==> config.mk <==
export PLATFORM = sky130hd
export DESIGN_NAME = load_store_unit_flat
export DESIGN_NICKNAME = d
export VERILOG_FILES = /design/src/rtl/lsu_pkg.sv /design/src/rtl/load_store_unit_if.sv /design/src/rtl/load_store_unit_store_align.sv /design/src/rtl/load_store_unit.sv /design/src/flat_wrapper.sv
export SDC_FILE = /design/constraint.sdc
export NUM_CORES = 1
export LEC_CHECK = 0
export CORE_MARGIN = 1.5
export CORE_UTILIZATION = 45
export CTS_CLUSTER_DIAMETER = 50
export DETAILED_ROUTE_END_ITERATION = 6
export GPL_ROUTABILITY_DRIVEN = 0
export HOLD_SLACK_MARGIN = 0.08
export PLACE_DENSITY_LB_ADDON = 0.2
export SETUP_SLACK_MARGIN = 0.2
export SLEW_MARGIN = 20
export SYNTH_ARGS = -nofsm -noshare
export SYNTH_HDL_FRONTEND = slang
export SYNTH_HIERARCHICAL = 1
export SYNTH_SLANG_ARGS = --single-unit
export TNS_END_PERCENT = 5
==> constraint.sdc <==
create_clock -name clk -period 5.05 [get_ports clk]
set_input_delay 0.7575 -clock clk [delete_from_list [all_inputs] [get_ports clk]]
set_output_delay 0.7575 -clock clk [all_outputs]
set_load 0.005 [all_outputs]
==> src/rtl/lsu_pkg.sv <==
// Shared definitions for the load/store unit: access codes, FSM states,
// byte-offset and byte-enable constants, and the read-data alignment helper.
package lsu_pkg;

  localparam logic [2:0] LB  = 3'b000;
  localparam logic [2:0] LH  = 3'b001;
  localparam logic [2:0] LW  = 3'b010;
  localparam logic [2:0] LBU = 3'b011;
  localparam logic [2:0] LHU = 3'b100;

  localparam logic [2:0] SB  = 3'b000;
  localparam logic [2:0] SH  = 3'b001;
  localparam logic [2:0] SW  = 3'b010;

  localparam int         OFF_W   = 2;
  localparam logic [1:0] OFF_0   = 2'b00;

  localparam logic [3:0] BE_BYTE = 4'b0001;
  localparam logic [3:0] BE_HALF = 4'b0011;
  localparam logic [3:0] BE_WORD = 4'b1111;

  typedef enum logic [1:0] {
    IDLE = 2'b00,
    REQ  = 2'b01,
    RESP = 2'b10
  } state_t;

  // Right-justify the addressed byte lane of a bus word.
  function automatic logic [31:0] align_rdata(input logic [31:0] d, input logic [OFF_W-1:0] off);
    logic [31:0] r;
    case (off)
      2'd0:    r = d;
      2'd1:    r = {8'h00, d[31:8]};
      2'd2:    r = {16'h0000, d[31:16]};
      2'd3:    r = {24'h000000, d[31:24]};
      default: r = d;
    endcase
    return r;
  endfunction

endpackage

==> src/rtl/load_store_unit_if.sv <==
// Request/grant/response data-memory bus between the load/store unit
// (master) and the memory system (slave).
interface load_store_unit_if;
  logic        busReq;
  logic        busWe;
  logic [31:0] busAddr;
  logic [3:0]  busBe;
  logic [31:0] busWdata;
  logic        busGnt;
  logic        busRvalid;
  logic [31:0] busRdata;

  modport master (
    output busReq, busWe, busAddr, busBe, busWdata,
    input  busGnt, busRvalid, busRdata
  );

  modport slave (
    input  busReq, busWe, busAddr, busBe, busWdata,
    output busGnt, busRvalid, busRdata
  );
endinterface

==> src/rtl/load_store_unit_store_align.sv <==
// Combinational store alignment: byte enables, replicated write data and the
// misaligned/illegal-request flag for both loads and stores.
module store_align
  import lsu_pkg::*;
(
  input  logic             we,
  input  logic [2:0]       ctrl,
  input  logic [OFF_W-1:0] off,
  input  logic [31:0]      wdata,
  output logic [3:0]       be,
  output logic [31:0]      wdata_rep,
  output logic             bad
);

  // Decode access size into lane enables, data replication and legality.
  always_comb begin
    be        = BE_WORD;
    wdata_rep = 32'h0000_0000;
    bad       = 1'b0;
    if (we) begin
      case (ctrl)
        SB: begin
          be        = BE_BYTE << off;
          wdata_rep = {4{wdata[7:0]}};
        end
        SH: begin
          be        = BE_HALF << off;
          wdata_rep = {2{wdata[15:0]}};
          bad       = off[0];
        end
        SW: begin
          wdata_rep = wdata;
          bad       = (off != OFF_0);
        end
        default: bad = 1'b1;
      endcase
    end else begin
      case (ctrl)
        LB, LBU: bad = 1'b0;
        LH, LHU: bad = off[0];
        LW:      bad = (off != OFF_0);
        default: bad = 1'b1;
      endcase
    end
  end

endmodule

==> src/rtl/load_store_unit.sv <==
// Load/store unit: validates one access per request, runs it on the data bus
// with a timeout, and hands right-justified read data to the LoadExt stage.
module load_store_unit
  import lsu_pkg::*;
#(
  parameter int TIMEOUT_CYC = 255
) (
  input  logic        clk,
  input  logic        rst,
  input  logic        memReq,
  input  logic        memWrite,
  input  logic [2:0]  lsuCtrl,
  input  logic [31:0] addr,
  input  logic [31:0] wdata,
  output logic        busy,
  output logic        misalign,
  output logic        busErr,
  output logic        lsuDone,
  output logic        loadValid,
  output logic [31:0] dataMem,
  output logic [2:0]  loadCtrlOut,
  load_store_unit_if.master bus
);

  // The counter only needs to reach TIMEOUT_CYC-1: that is the last cycle in a state.
  localparam int             CNT_W    = (TIMEOUT_CYC < 2) ? 1 : $clog2(TIMEOUT_CYC);
  localparam logic [CNT_W-1:0] CNT_LAST = CNT_W'(TIMEOUT_CYC - 1);

  state_t           state_r;
  state_t           next_state_s;
  logic [CNT_W-1:0] cnt_r;
  logic [CNT_W-1:0] cnt_nxt_s;
  logic [OFF_W-1:0] off_r;
  logic [2:0]       ctrl_r;

  logic [3:0]       be_s;
  logic [31:0]      wdata_rep_s;
  logic             bad_s;
  logic             accept_s;
  logic             reject_s;
  logic             done_s;
  logic             load_done_s;
  logic             err_s;

  store_align u_store_align (
    .we        (memWrite),
    .ctrl      (lsuCtrl),
    .off       (addr[OFF_W-1:0]),
    .wdata     (wdata),
    .be        (be_s),
    .wdata_rep (wdata_rep_s),
    .bad       (bad_s)
  );

  assign accept_s = (state_r == IDLE) && memReq && !bad_s;
  assign reject_s = (state_r == IDLE) && memReq && bad_s;
  assign busy     = (state_r != IDLE) || accept_s;

  // Next-state, timeout counter and completion/error decode.
  always_comb begin
    next_state_s = state_r;
    cnt_nxt_s    = cnt_r + CNT_W'(1);
    done_s       = 1'b0;
    load_done_s  = 1'b0;
    err_s        = 1'b0;
    case (state_r)
      IDLE: begin
        cnt_nxt_s = '0;
        if (accept_s) begin
          next_state_s = REQ;
        end else begin
          next_state_s = IDLE;
        end
      end
      REQ: begin
        if (bus.busGnt) begin
          if (bus.busWe) begin
            next_state_s = IDLE;
            done_s       = 1'b1;
          end else if (bus.busRvalid) begin
            next_state_s = IDLE;
            done_s       = 1'b1;
            load_done_s  = 1'b1;
          end else begin
            next_state_s = RESP;
            cnt_nxt_s    = '0;
          end
        end else if (cnt_r == CNT_LAST) begin
          next_state_s = IDLE;
          err_s        = 1'b1;
        end else begin
          next_state_s = REQ;
        end
      end
      RESP: begin
        if (bus.busRvalid) begin
          next_state_s = IDLE;
          done_s       = 1'b1;
          load_done_s  = 1'b1;
        end else if (cnt_r == CNT_LAST) begin
          next_state_s = IDLE;
          err_s        = 1'b1;
        end else begin
          next_state_s = RESP;
        end
      end
      default: begin
        next_state_s = IDLE;
        cnt_nxt_s    = '0;
      end
    endcase
  end

  // FSM state and timeout counter registers.
  always_ff @(posedge clk) begin
    if (rst) begin
      state_r <= IDLE;
      cnt_r   <= '0;
    end else begin
      state_r <= next_state_s;
      cnt_r   <= cnt_nxt_s;
    end
  end

  // Registered pulses, latched access fields, bus outputs and load result.
  always_ff @(posedge clk) begin
    if (rst) begin
      misalign     <= 1'b0;
      busErr       <= 1'b0;
      lsuDone      <= 1'b0;
      loadValid    <= 1'b0;
      dataMem      <= 32'h0000_0000;
      loadCtrlOut  <= 3'b000;
      off_r        <= '0;
      ctrl_r       <= 3'b000;
      bus.busReq   <= 1'b0;
      bus.busWe    <= 1'b0;
      bus.busAddr  <= 32'h0000_0000;
      bus.busBe    <= 4'b0000;
      bus.busWdata <= 32'h0000_0000;
    end else begin
      misalign   <= reject_s;
      busErr     <= err_s;
      lsuDone    <= done_s;
      loadValid  <= load_done_s;
      bus.busReq <= (next_state_s == REQ);
      if (accept_s) begin
        off_r        <= addr[OFF_W-1:0];
        ctrl_r       <= lsuCtrl;
        bus.busWe    <= memWrite;
        bus.busAddr  <= {addr[31:2], 2'b00};
        bus.busBe    <= be_s;
        bus.busWdata <= wdata_rep_s;
      end
      if (load_done_s) begin
        dataMem     <= align_rdata(bus.busRdata, off_r);
        loadCtrlOut <= ctrl_r;
      end
    end
  end

endmodule

==> src/flat_wrapper.sv <==
// flat-port wrapper written by rule: the top's interface ports become plain ports
module load_store_unit_flat import lsu_pkg::*;
#(
  parameter int TIMEOUT_CYC = 255
)
  (clk, rst, memReq, memWrite, lsuCtrl, addr, wdata, busy, misalign, busErr, lsuDone, loadValid, dataMem, loadCtrlOut, bus_busReq, bus_busWe, bus_busAddr, bus_busBe, bus_busWdata, bus_busGnt, bus_busRvalid, bus_busRdata);
  load_store_unit_if bus_i ();
  input  logic clk;
  input  logic rst;
  input  logic memReq;
  input  logic memWrite;
  input  logic [2:0] lsuCtrl;
  input  logic [31:0] addr;
  input  logic [31:0] wdata;
  output logic busy;
  output logic misalign;
  output logic busErr;
  output logic lsuDone;
  output logic loadValid;
  output logic [31:0] dataMem;
  output logic [2:0] loadCtrlOut;
  output wire logic [$bits(bus_i.busReq)-1:0] bus_busReq;
  output wire logic [$bits(bus_i.busWe)-1:0] bus_busWe;
  output wire logic [$bits(bus_i.busAddr)-1:0] bus_busAddr;
  output wire logic [$bits(bus_i.busBe)-1:0] bus_busBe;
  output wire logic [$bits(bus_i.busWdata)-1:0] bus_busWdata;
  input wire logic [$bits(bus_i.busGnt)-1:0] bus_busGnt;
  input wire logic [$bits(bus_i.busRvalid)-1:0] bus_busRvalid;
  input wire logic [$bits(bus_i.busRdata)-1:0] bus_busRdata;
  assign bus_busReq = bus_i.busReq;
  assign bus_busWe = bus_i.busWe;
  assign bus_busAddr = bus_i.busAddr;
  assign bus_busBe = bus_i.busBe;
  assign bus_busWdata = bus_i.busWdata;
  assign bus_i.busGnt = bus_busGnt;
  assign bus_i.busRvalid = bus_busRvalid;
  assign bus_i.busRdata = bus_busRdata;
  load_store_unit #(.TIMEOUT_CYC(TIMEOUT_CYC)) u_core (.clk(clk), .rst(rst), .memReq(memReq), .memWrite(memWrite), .lsuCtrl(lsuCtrl), .addr(addr), .wdata(wdata), .busy(busy), .misalign(misalign), .busErr(busErr), .lsuDone(lsuDone), .loadValid(loadValid), .dataMem(dataMem), .loadCtrlOut(loadCtrlOut), .bus(bus_i));
endmodule
---- After elaboration in Yosys (flattened, before gate mapping) ----
Cells that the tools add are included.
cells by class
  $add $sub $neg .......................... 1
  equality and inequality tests ........... 11
  shift-type cells ........................ 2
  mux-type cells .......................... 31
  reduce and logical (&&, ||, !) cells .... 12
operators with widths
  cell                 number
  $pmux 32 s4          1
  $pmux 32 s3          1
  $mux 32              1
  $mux 8               3
  $pmux 8 s2           1
  $mux 1               11
  $mux 2               5
  $add 8x1->8 const B  1
  $eq 8x8->1 const B   1
  $pmux 4 s2           1
  $eq 2x1->1 const B   3
  $eq 2x2->1 const B   3
  $eq 3x2->1 const B   2
  $pmux 1 s2           3
  $pmux 1 s3           2
  $pmux 2 s3           1
  $logic_not 2->1      2
  $mux 4               1
  $reduce_bool 2->1    2
  $reduce_or 2->1      2
  $shl 1x2->4 const A  1
  $shl 2x2->4 const A  1
  $eq 3x1->1 const B   1
  $eq 3x3->1 const B   1
  4 further kinds      6
storage, ports and cells
  bits in registers ....................... 122
  input port bits ......................... 105
  output and inout bits ................... 110
  word-level logic and storage cells ...... 72

---- Longest topological paths before layout ----
Gate-level depths: netlist (run 1).
  depth in word-level cells ............... 9
  gate-level depth with buffers ........... 9

---- By module ----
The synthesis (run 1) kept the hierarchy.
by module, submodules not included
  module           instances  cells an instance  area an instance (um^2)  sequential area each (um^2)
  load_store_unit  1          598                4859.7                   2442.3
  store_align      1          69                 554.3                    0.0

---- Least setup slack after synthesis (run 1) ----
OpenSTA, ideal clock, no wires.
  path kind ............................... input to output
  from .................................... input port lsuCtrl[0]
  to ...................................... output port busy
  arrival time ............................ 2.255 ns
  slack ................................... 2.038 ns
  cell stages on the path ................. 8
  buffers on the path ..................... 4
  cells stage by stage .................... buf_2 -> buf_4 -> a211oi_1 -> nor3_1 -> or2_2 -> clkbuf_1 -> clkbuf_1 -> nand2_1
between the ends
  cells in the longest elaborated chain, start to end .. 7
  elaborated cells between the ends (all ways) .. 13
ends and longest elaborated chain
  item                                      RTL line                                                              text
  from (decl)                               flat_wrapper.sv:12                                                    input logic [2:0] lsuCtrl;
  $eq 3x1->1, or another cell as far along  load_store_unit_store_align.sv:21, load_store_unit_store_align.sv:38
  $reduce_or 2->1                           load_store_unit_store_align.sv:38                                     case (ctrl)
  $pmux 1 s3                                load_store_unit_store_align.sv:38
  $mux 1 *                                  load_store_unit_store_align.sv:20                                     if (we) begin
  via u_core.bad_s                          load_store_unit.sv:38                                                 logic bad_s;
  $logic_not 1->1 *                         load_store_unit.sv:55                                                 assign accept_s = (state_r == IDLE) && memReq && !bad_s;
  $logic_and 1x1->1 *                       load_store_unit.sv:55
  $logic_or 1x1->1 *                        load_store_unit.sv:57                                                 assign busy = (state_r != IDLE) || accept_s;
  to (decl)                                 flat_wrapper.sv:15                                                    output logic busy;
Mark *: on every way through the listed nets, which the timed path passes. The rest lies on a longest branch.

---- Worst setup path in the final report (run 1) ----
Same ends and word-level chain as after synthesis.

==> results of run 1 <==
## state kept, by name (all words and copies together), names as in the netlist, 2 cells and up
register             cells
u_core/state_r           2
u_core/loadCtrlOut       3
u_core/ctrl_r            3
u_core/bus.busBe         4
u_core/cnt_r             8
u_core/dataMem          32
u_core/bus.busWdata     32
u_core/bus.busAddr      30
u_core/off_r             2
## cell type report
type                    count  area [sq um]
multi-input cells         489          2705
flip-flops and latches    122          2444
clock buffers              23         488.0
inverters                   5         18.77
fillers                   926          3433
well taps                 143         178.9
clock inverters             8         140.1
repair buffers            217          2157
## synthesized netlist by cell type (5+ instances only)
| cell | number | area (sq um) |
|---|---|---|
| a21oi_1 | 95 | 475.5 |
| a22o_1 | 8 | 70.07 |
| a32o_1 | 9 | 90.09 |
| and2_1 | 8 | 50.05 |
| buf_2 | 9 | 45.04 |
| buf_4 | 8 | 60.06 |
| clkbuf_1 | 32 | 120.1 |
| dfxtp_1 | 122 | 2442 |
| ha_1 | 6 | 75.07 |
| inv_1 | 5 | 18.77 |
| mux2_2 | 8 | 90.09 |
| mux2i_1 | 24 | 240.2 |
| nand2_1 | 191 | 716.9 |
| nand3_1 | 10 | 50.05 |
| nand3b_1 | 16 | 120.1 |
| nor2_1 | 31 | 116.4 |
| nor3_1 | 13 | 65.06 |
| o211ai_1 | 9 | 67.56 |
| o21ai_0 | 12 | 60.06 |
| o2bb2ai_1 | 8 | 70.07 |
| or3_1 | 8 | 50.05 |
## cell families (layout without fill, tap and decap cells)
kind of cell               Yosys count  after routing  share of synthesized area, %
DFF                                122            122                         45.11
other                                1              2                       0.06927
and+or+nand+nor                    294            294                         24.27
buffers and inverters               57            253                         5.131
adders and majority gates            6              6                         1.387
AOI/OAI and AO/OA                  148            148                         16.66
muxes                               32             32                         6.101
xor gates and xnor gates             7              7                         1.271
## power breakdown
group / switching (W) / total [W] / internal, W
Clock: 0.000414 / 0.00129 / 0.000872
Sequential: 0.0000169 / 0.00100 / 0.000986
Combinational: 0.000129 / 0.000282 / 0.000153
## worst max-delay path, cell delays in order
cell and delay [ns]:
clkdlybuf4s50_1 0.56, buf_4 0.30, nor2_1 0.11, a32o_1 0.22, nor3_1 0.43, or2_2 0.22, nand2_1 0.06, clkdlybuf4s50_1 0.45
## metal layers
metal	vias to the layer above	track usage [%]	wire length, um
met5	-	0	0
met4	0	11.65	424
met3	32	9.341	1387
met2	212	40.81	7591
met1	2512	27.72	6560
li1	2629	-	-
## how the worst min path moves through the flow
stage,from,cells after the start,slack [ns],end
finish,u_core/bus.busAddr[17],2,0.45,u_core/bus.busAddr[17]
global placement,u_core/ctrl_r[1],2,0.44,u_core/loadCtrlOut[1]
floorplan,u_core/cnt_r[0],1,0.43,u_core/cnt_r[0]
detailed placement,u_core/ctrl_r[2],2,0.44,u_core/loadCtrlOut[2]
global route,u_core/bus.busAddr[7],2,0.47,u_core/bus.busAddr[7]
CTS,u_core/bus.busAddr[5],2,0.45,u_core/bus.busAddr[5]
## cell usage in the layout, fill, tap and decap left out, types with 2 or more instances in the layout
cell type,n
a32o_1,9
xnor2_1,3
nand2_1,191
nor2_1,30
or3_1,8
mux2_2,8
inv_1,5
and2_1,8
a22o_1,8
nand3_1,10
conb_1,2
buf_4,6
nand3b_1,16
o21ai_0,12
nor3_1,13
bufinv_16,4
a21oi_1,95
xor2_1,3
clkinv_2,4
nand2b_1,3
clkbuf_8,4
o2bb2ai_1,8
mux2i_1,24
nor2b_1,2
dfxtp_1,121
or2_2,2
ha_1,6
clkbuf_1,2
clkbuf_16,17
a211oi_1,2
clkdlybuf4s50_1,211
o211ai_1,9
## stage by stage
step                      total power [W]  area (sq um)  util, %  setup WS (ns)  hold slack (ns)
after floorplan                  0.001143          5418        -          2.038           0.4297
after global placement           0.001297          7502    64.87          1.225           0.4405
after detailed placement         0.001302          7502    64.87          1.174           0.4442
after CTS                        0.002592          8130    70.30          1.145           0.4529
after global routing             0.002664          8132    70.31          1.051           0.4718
final                            0.002571          8132    70.31          1.176           0.4505
==> flow_metrics.py, run 1 <==
metrics = {
    "route": {
        "drt_pre_antenna_iters": 6,
        "vias": 5385,
        "wl_um": 15960,
        "avgViaCountPerCell": 5.348,
        "drt_iter0_drc": 338,
        "drc": 0,
        "drtAntennaViolNets": 0,
        "wl_per_cell_um": 15.85,
    },
    "synth": {
        "synth-seq-cells": 122,
        "ys_async_sr_fraction_pct": 0,
        "syn_inst": 667,
        "ys_seq_area_share_pct": 45.11,
        "synth_area_sq_um": 5414,
        "syn_area_per_cell_sq_um": 8.117,
        "ys_types": 45,
        "synthFlopType": "dfxtp_1",
        "ys_warn_count": 6,
        "synth_edf_count": 0,
    },
    "floorplanning": {
        "start_util_pct": 46.81,
        "die_area_sq_um": 12700,
        "die_h_um": 112.7,
        "rows": 39,
        "core_area_sq_um": 11560,
        "dieWidth_um": 112.7,
        "io_pins": 215,
    },
    "flow_run": {
        "maxCapViolations": 0,
    },
    "sta": {
        "fin_skew_ns": 0.006089,
        "setup_violations": 0,
        "drv_slew": 0,
        "rsz0062_at_grt": "no",
        "fin_crit_sh_pct": 76.70,
        "slew_headroom_pct": 29.07,
        "fin_crit_ns": 3.874,
        "hold_violations": 0,
        "max_slew.worst_pin.slew_ns": 1.059,
        "clock.fmax_mhz": 258.2,
        "setup_tns_ns": 0,
    },
    "worst_setup_path": {
        "crit_path_max_fanout": 16,
        "r2r_setup_slack_ns": 2.71,
        "cp-startpoint": "lsuCtrl[0]",
        "regToRegStartpoint": "u_core/state_r[0]",
        "worstSetupEndpointType": "output pin",
        "cp-endpoint": "busy",
        "cp-start-kind": "primary input",
        "required_ns": 4.29,
        "reg2reg_depth": 7,
        "arrival_ns": 3.12,
        "crit_type": "primary input to output pin",
        "rr_endpoint": "u_core/bus.busReq",
    },
    "cts": {
        "clk_pin_slew_worst_paths_ns": 0.05,
        "cts-buffers-inserted": 17,
        "htreeDepth": 4,
        "postCtsSetupBuffers": 0,
        "clock_path_buffers": 2,
        "cts_resized": 0,
        "clock-sinks": 122,
        "holdBufCountCts": 0,
        "cts_tree": "built",
        "insertion_delay_ns": 0.41,
        "cts-root-buf": "clkbuf_16",
    },
    "placed_design": {
        "dp_hpwl_um": 11100,
        "placed_cells": 976,
        "io_buffers": 212,
    },
    "finish": {
        "nets": 963,
        "diodes": 0,
        "area_delta_synth_final_pct": 50.20,
        "stdcell_count": 1007,
        "drive_gt1_share_pct": 6.250,
    },
    "global_routing": {
        "antenna_found_initial": 0,
        "grt_max_degree": 75,
        "grt_overflow": 0,
        "grt_use_total_pct": 24.51,
        "grt_pass1_vias": 5098,
        "grt_pass1_wl_um": 24680,
    },
    "status": {
        "status": "completed",
    },
    "power_and_ir_drop": {
        "p_leak_nw": 2.831,
        "peakVddDrop_v": 0.0002130,
        "power.density_nw_per_um2": 316.2,
    },
    "min_path": {
        "min_path_type": "flip-flop to flip-flop",
    },
}
Power figures use the tool's default switching activity.
==> run 2: changes to the inputs <==
CORE_UTILIZATION = 39   (was 45)
clock period = 3.1 ns   (was 5.05 ns; I/O delays follow)
==> run 2 against run 1 <==
Compared with the run above: wire length up 4.3%; first-iteration DRC count up 12%; critical endpoint unchanged; combinational power rose by 70%; non-clock buffer count rose by 13; flip-flop and latch count unchanged; setup slack lost 0.91 ns; cell area up 2.4%; utilization shrank 8.1 points; clock-buffer cell count decreased by 2; clock skew is 0.00069 ns lower; clock power grew 77%.
==> flow_metrics.py, run 2 (same netlist as run 1, synthesis figures left out) <==
metrics = {
    "sta": {
        "drv_slew": 0,
        "hold_violations": 0,
        "fin_crit_ns": 2.830,
        "fin_skew_ns": 0.005403,
        "rsz0062_at_grt": "no",
        "setup_tns_ns": 0,
        "clock.fmax_mhz": 353.4,
        "max_slew.worst_pin.slew_ns": 1.033,
        "slew_headroom_pct": 30.59,
        "fin_crit_sh_pct": 91.28,
        "setup_violations": 0,
    },
    "floorplanning": {
        "die_area_sq_um": 14600,
        "core_area_sq_um": 13400,
        "start_util_pct": 40.40,
        "dieWidth_um": 120.8,
        "io_pins": 215,
        "rows": 42,
        "die_h_um": 120.8,
    },
    "worst_setup_path": {
        "regToRegStartpoint": "u_core/state_r[0]",
        "worstSetupEndpointType": "output pin",
        "r2r_setup_slack_ns": 0.69,
        "rr_endpoint": "u_core/bus.busWdata[20]",
        "cp-endpoint": "busy",
        "cp-startpoint": "addr[0]",
        "cp-start-kind": "primary input",
        "critPathTopFamily": "buffers and inverters",
        "arrival_ns": 2.36,
        "path_depth": 7,
        "crit_path_max_fanout": 4,
        "crit_type": "primary input to output pin",
        "required_ns": 2.63,
        "crit_slowest_cell": "clkdlybuf4s50_1",
        "critPathMaxStageDelay_ns": 0.52,
        "critical_path_buf_inv_count": 3,
        "cp_cell_sequence": "clkdlybuf4s50_1 > a211oi_1 > nor3_1 > buf_4 > or2_2 > nand2_1 > clkdlybuf4s50_1",
        "timing.critical_path.mode_cell": "clkdlybuf4s50_1",
        "reg2reg_depth": 7,
    },
    "placed_design": {
        "dp_hpwl_um": 11710,
        "dpl_cell_area_sq_um": 7641,
        "io_buffers": 212,
    },
    "power_and_ir_drop": {
        "power.density_nw_per_um2": 526.6,
        "peakVddDrop_v": 0.0003728,
        "p_leak_nw": 2.912,
    },
    "route": {
        "drt_pre_antenna_iters": 5,
        "vias": 5426,
        "avgViaCountPerCell": 5.148,
        "wl_um": 16650,
        "drc": 0,
        "drt_iter0_drc": 377,
        "drtAntennaViolNets": 0,
        "wl_per_cell_um": 15.80,
    },
    "cts": {
        "insertion_delay_ns": 0.41,
        "htreeDepth": 4,
        "clock_path_buffers": 2,
        "postCtsSetupBuffers": 0,
        "cts_tree": "built",
        "clock-sinks": 122,
        "clk_pin_slew_worst_paths_ns": 0.05,
        "cts-root-buf": "clkbuf_16",
        "cts-buffers-inserted": 17,
    },
    "global_routing": {
        "grt_pass1_vias": 5180,
        "grt_overflow": 0,
        "grt_max_degree": 74,
        "antenna_found_initial": 0,
        "grt_use_total_pct": 22.67,
        "grt_pass1_wl_um": 25960,
    },
    "min_path": {
        "min_from": "lsuCtrl[1]",
        "min_path_type": "primary input to flip-flop",
    },
    "finish": {
        "drive_gt1_share_pct": 7.859,
        "area_delta_synth_final_pct": 53.87,
        "finish.instance_area_sq_um": 8330,
        "nets": 976,
        "layout_common_cells": "209 x clkdlybuf4s50_1, 191 x nand2_1, 122 x dfxtp_1",
        "top_regs": "u_core/bus.busWdata x32, u_core/dataMem x32, u_core/bus.busAddr x30",
        "final_common_cell": "clkdlybuf4s50_1",
        "diodes": 0,
    },
    "flow_run": {
        "maxCapViolations": 0,
    },
    "status": {
        "status": "completed",
    },
}
-- run 2: through the flow --
step / hold slack (ns) / util [%] / std cells / power (W) / setup slack, ns
2_1_floorplan: 0.4297 / - / 668 / 0.001862 / 0.6725
3_3_place_gp: 0.4379 / 57.02 / 1022 / 0.002134 / 0.04042
6_report: 0.4202 / 62.17 / 1054 / 0.004387 / 0.2704
3_5_place_dp: 0.4453 / 57.02 / 1022 / 0.002139 / -0.008339
5_1_grt: 0.4333 / 62.17 / 1054 / 0.004548 / 0.2049
4_1_cts: 0.4530 / 62.13 / 1054 / 0.004429 / 0.2415
-- run 2: metal layers --
layer / part of all wire (%) / global-route usage, %
met1: 42 / 27.02
met3: 9.0 / 8.208
met4: 2.1 / 9.706
met2: 47 / 36.75
met5: 0 / 0
-- run 2: where the power goes --
part | total [W] | leakage (nW) | switching, W | internal (W)
Clock | 0.00228 | 0.322 | 0.000709 | 0.00157
Combinational | 0.000480 | 1.60 | 0.000223 | 0.000257
Sequential | 0.00163 | 0.987 | 0.0000228 | 0.00161
-- run 2: worst min path at each step --
stage / cells after the start / endpoint
2_1_floorplan: 1 / u_core/cnt_r[0]
3_3_place_gp: 2 / u_core/dataMem[20]
3_5_place_dp: 2 / u_core/bus.busAddr[28]
4_1_cts: 2 / u_core/bus.busAddr[28]
5_1_grt: 3 / u_core/ctrl_r[1]
6_report: 3 / u_core/ctrl_r[1]
-- run 2: cell type report --
type                            count  area (sq um)
Fill cell                        1188          5070
Clock inverter                     11         215.2
Timing Repair Buffer              230          2256
Tap cell                          176         220.2
Sequential cell                   122          2442
Clock buffer                       21         470.5
Multi-Input combinational cell    489          2708
Inverter                            5         18.77
-- run 2: timing repair --
item / CTS / global route
setup endpoints to repair: 1 / 1
hold endpoints to repair: 0 / 0
gates resized for setup: 1 / 2
pin swaps: 0 / 1
cloned: 0 / 0
hold buffers: 0 / 0
-- run 2: worst min-delay path, stage by stage --
cell and delay [ns]:
dlymetal6s2s_1 0.18, nand2_1 0.08, a21oi_1 0.05
==> variant: new RTL, settings of run 2 <==
`OFF_W`: 2 -> 4.
--- a/src/rtl/lsu_pkg.sv
+++ b/src/rtl/lsu_pkg.sv
@@ -12,7 +12,7 @@
   localparam logic [2:0] SH  = 3'b001;
   localparam logic [2:0] SW  = 3'b010;
 
-  localparam int         OFF_W   = 2;
+  localparam int         OFF_W   = 4;
   localparam logic [1:0] OFF_0   = 2'b00;
 
   localparam logic [3:0] BE_BYTE = 4'b0001;
Function: changed (a bounded check fails within 4 cycles, from zero or initial values and one cycle with rst high).
==> variant against run 2 <==
- sequential power about the same
- power decreased by 8.1%
- design area increased by 1.2%
- clock skew is 0.0012 ns higher
- clock power fell by 18%
- synthesized area increased by 4.8%
- die area rose by 4.6%
- setup slack improved by 0.056 ns
- wire length grew 6.7%
- cell count rose by 6.1%
- sequential cell count stayed put
- maximum frequency grew 2.0%
- largest cell class unchanged
- highest routed layer unchanged
==> variant: results <==
[synth]
ys_top_cells_by_count = "nand2_1 (189), dfxtp_1 (122), a21oi_1 (118), nor2_1 (45), buf_2 (27)"
synthTopCellsByArea = "dfxtp_1 (43%), nand2_1 (13%), a21oi_1 (10%)"
yosysUniqueCellTypes = 51
synth.avg_cell_area_sq_um = 7.73
seq_area_frac_synth_pct = 43.1
synth-async-reset-ratio_pct = 0

[grt]
grt_pass1_wl_microns = 27100
grt_start_max_net_pins = 73
grt_pass1_vias = 5202
grtUsageTotal_pct = 23.0

[route]
finalWirelength_microns = 17800
vias = 5823
drt-initial-drc-count = 598
wl_per_cell_microns = 15.9

[critical_path]
reg2regPathDepth = 5
rr_startpoint = "u_core/bus.busAddr[3]$_SDFFE_PP0N_"
startpoint = "lsuCtrl[2]"
crit_fanout = 5

[clock_tree]
cts_buffers = 17
htreeDepth = 4

[placed_design]
dp_cells = 1086
port_buffers = 212
dpl_cell_area_sq_mm = 0.00784
dp_worst_setup_slack_ns = 0.0546
place_hpwl_microns = 12200

[min_path]
min_from = "u_core/bus.busWdata[5]$_SDFFE_PP0N_"
hold_path_depth = 2
worstHoldPathType = "reg -> reg"

[sta]
maxSlewHeadroom_pct = 38.4
fin_skew_ns = 0.00664
finalMaxSlewViolations = 0
finalSetupViolCount = 0

[pwr]
p_leak_nw = 2.99
peakVddDrop_v = 0.000483

[run_status]
status = "finished, final reports clean"

[cells_and_area]
drive_above_1_share_pct = 6.50
largest_registers = "u_core/bus.busWdata (32), u_core/dataMem (32), u_core/bus.busAddr (29)"
final_nets = 1037
==> variant: final timing paths <==
kind	end	slack, ns
setup / recovery	busy	0.33
hold / removal	u_core/bus.busWdata[5]$_SDFFE_PP0N_	0.45
setup reg to reg	u_core/dataMem[10]$_SDFFE_PP0P_	0.90
hold reg to reg	u_core/bus.busWdata[5]$_SDFFE_PP0N_	0.45
==> variant: logic make-up after synthesis <==
| family | count (synthesis) | synth area share, % |
|---|---|---|
| AND/OR/NAND/NOR | 326 | 25.8 |
| AO/OA/AOI/OAI | 198 | 21.0 |
| flip-flops | 122 | 43.1 |
| buffers and inverters | 67 | 6.44 |
| multiplexers | 8 | 1.41 |
| adder cells (fa/ha/maj) | 6 | 1.32 |
| XOR/XNOR | 6 | 0.927 |
| other | 1 | 0.0661 |
==> variant: per-layer routing <==
layer	global-route usage [%]	vias to the layer above	part of all wire (%)
met3	9.07	23	9.8
li1	-	2890	-
met2	34.0	238	44
met1	30.9	2672	44
met4	7.18	0	1.6
met5	0	-	0
==> variant: timing repair <==
item | CTS | global route
resized for setup | 5 | 4
setup buffers | 0 | 1
setup endpoints to repair | 1 | 1
pin swaps | 0 | 1
==> variant: critical path, stage by stage <==
cell and delay, ns:
clkdlybuf4s50_1 0.50, inv_1 0.09, a31oi_1 0.07, o22a_2 0.26, or2_2 0.31, nand2_1 0.10
clkdlybuf4s50_1 0.50
==> variant: power by group <==
group / switching [mW] / internal, mW
Combinational: 0.251 / 0.271
Clock: 0.683 / 1.20
Sequential: 0.0270 / 1.60
==> variant: layout make-up <==
type                    count  area, sq um
fillers                  1263         5610
multi-input cells         546         2890
flip-flops and latches    122         2440
repair buffers            231         2280
clock buffers              24          502
well taps                 180          225
clock inverters             7         65.1
inverters                   8         30.0
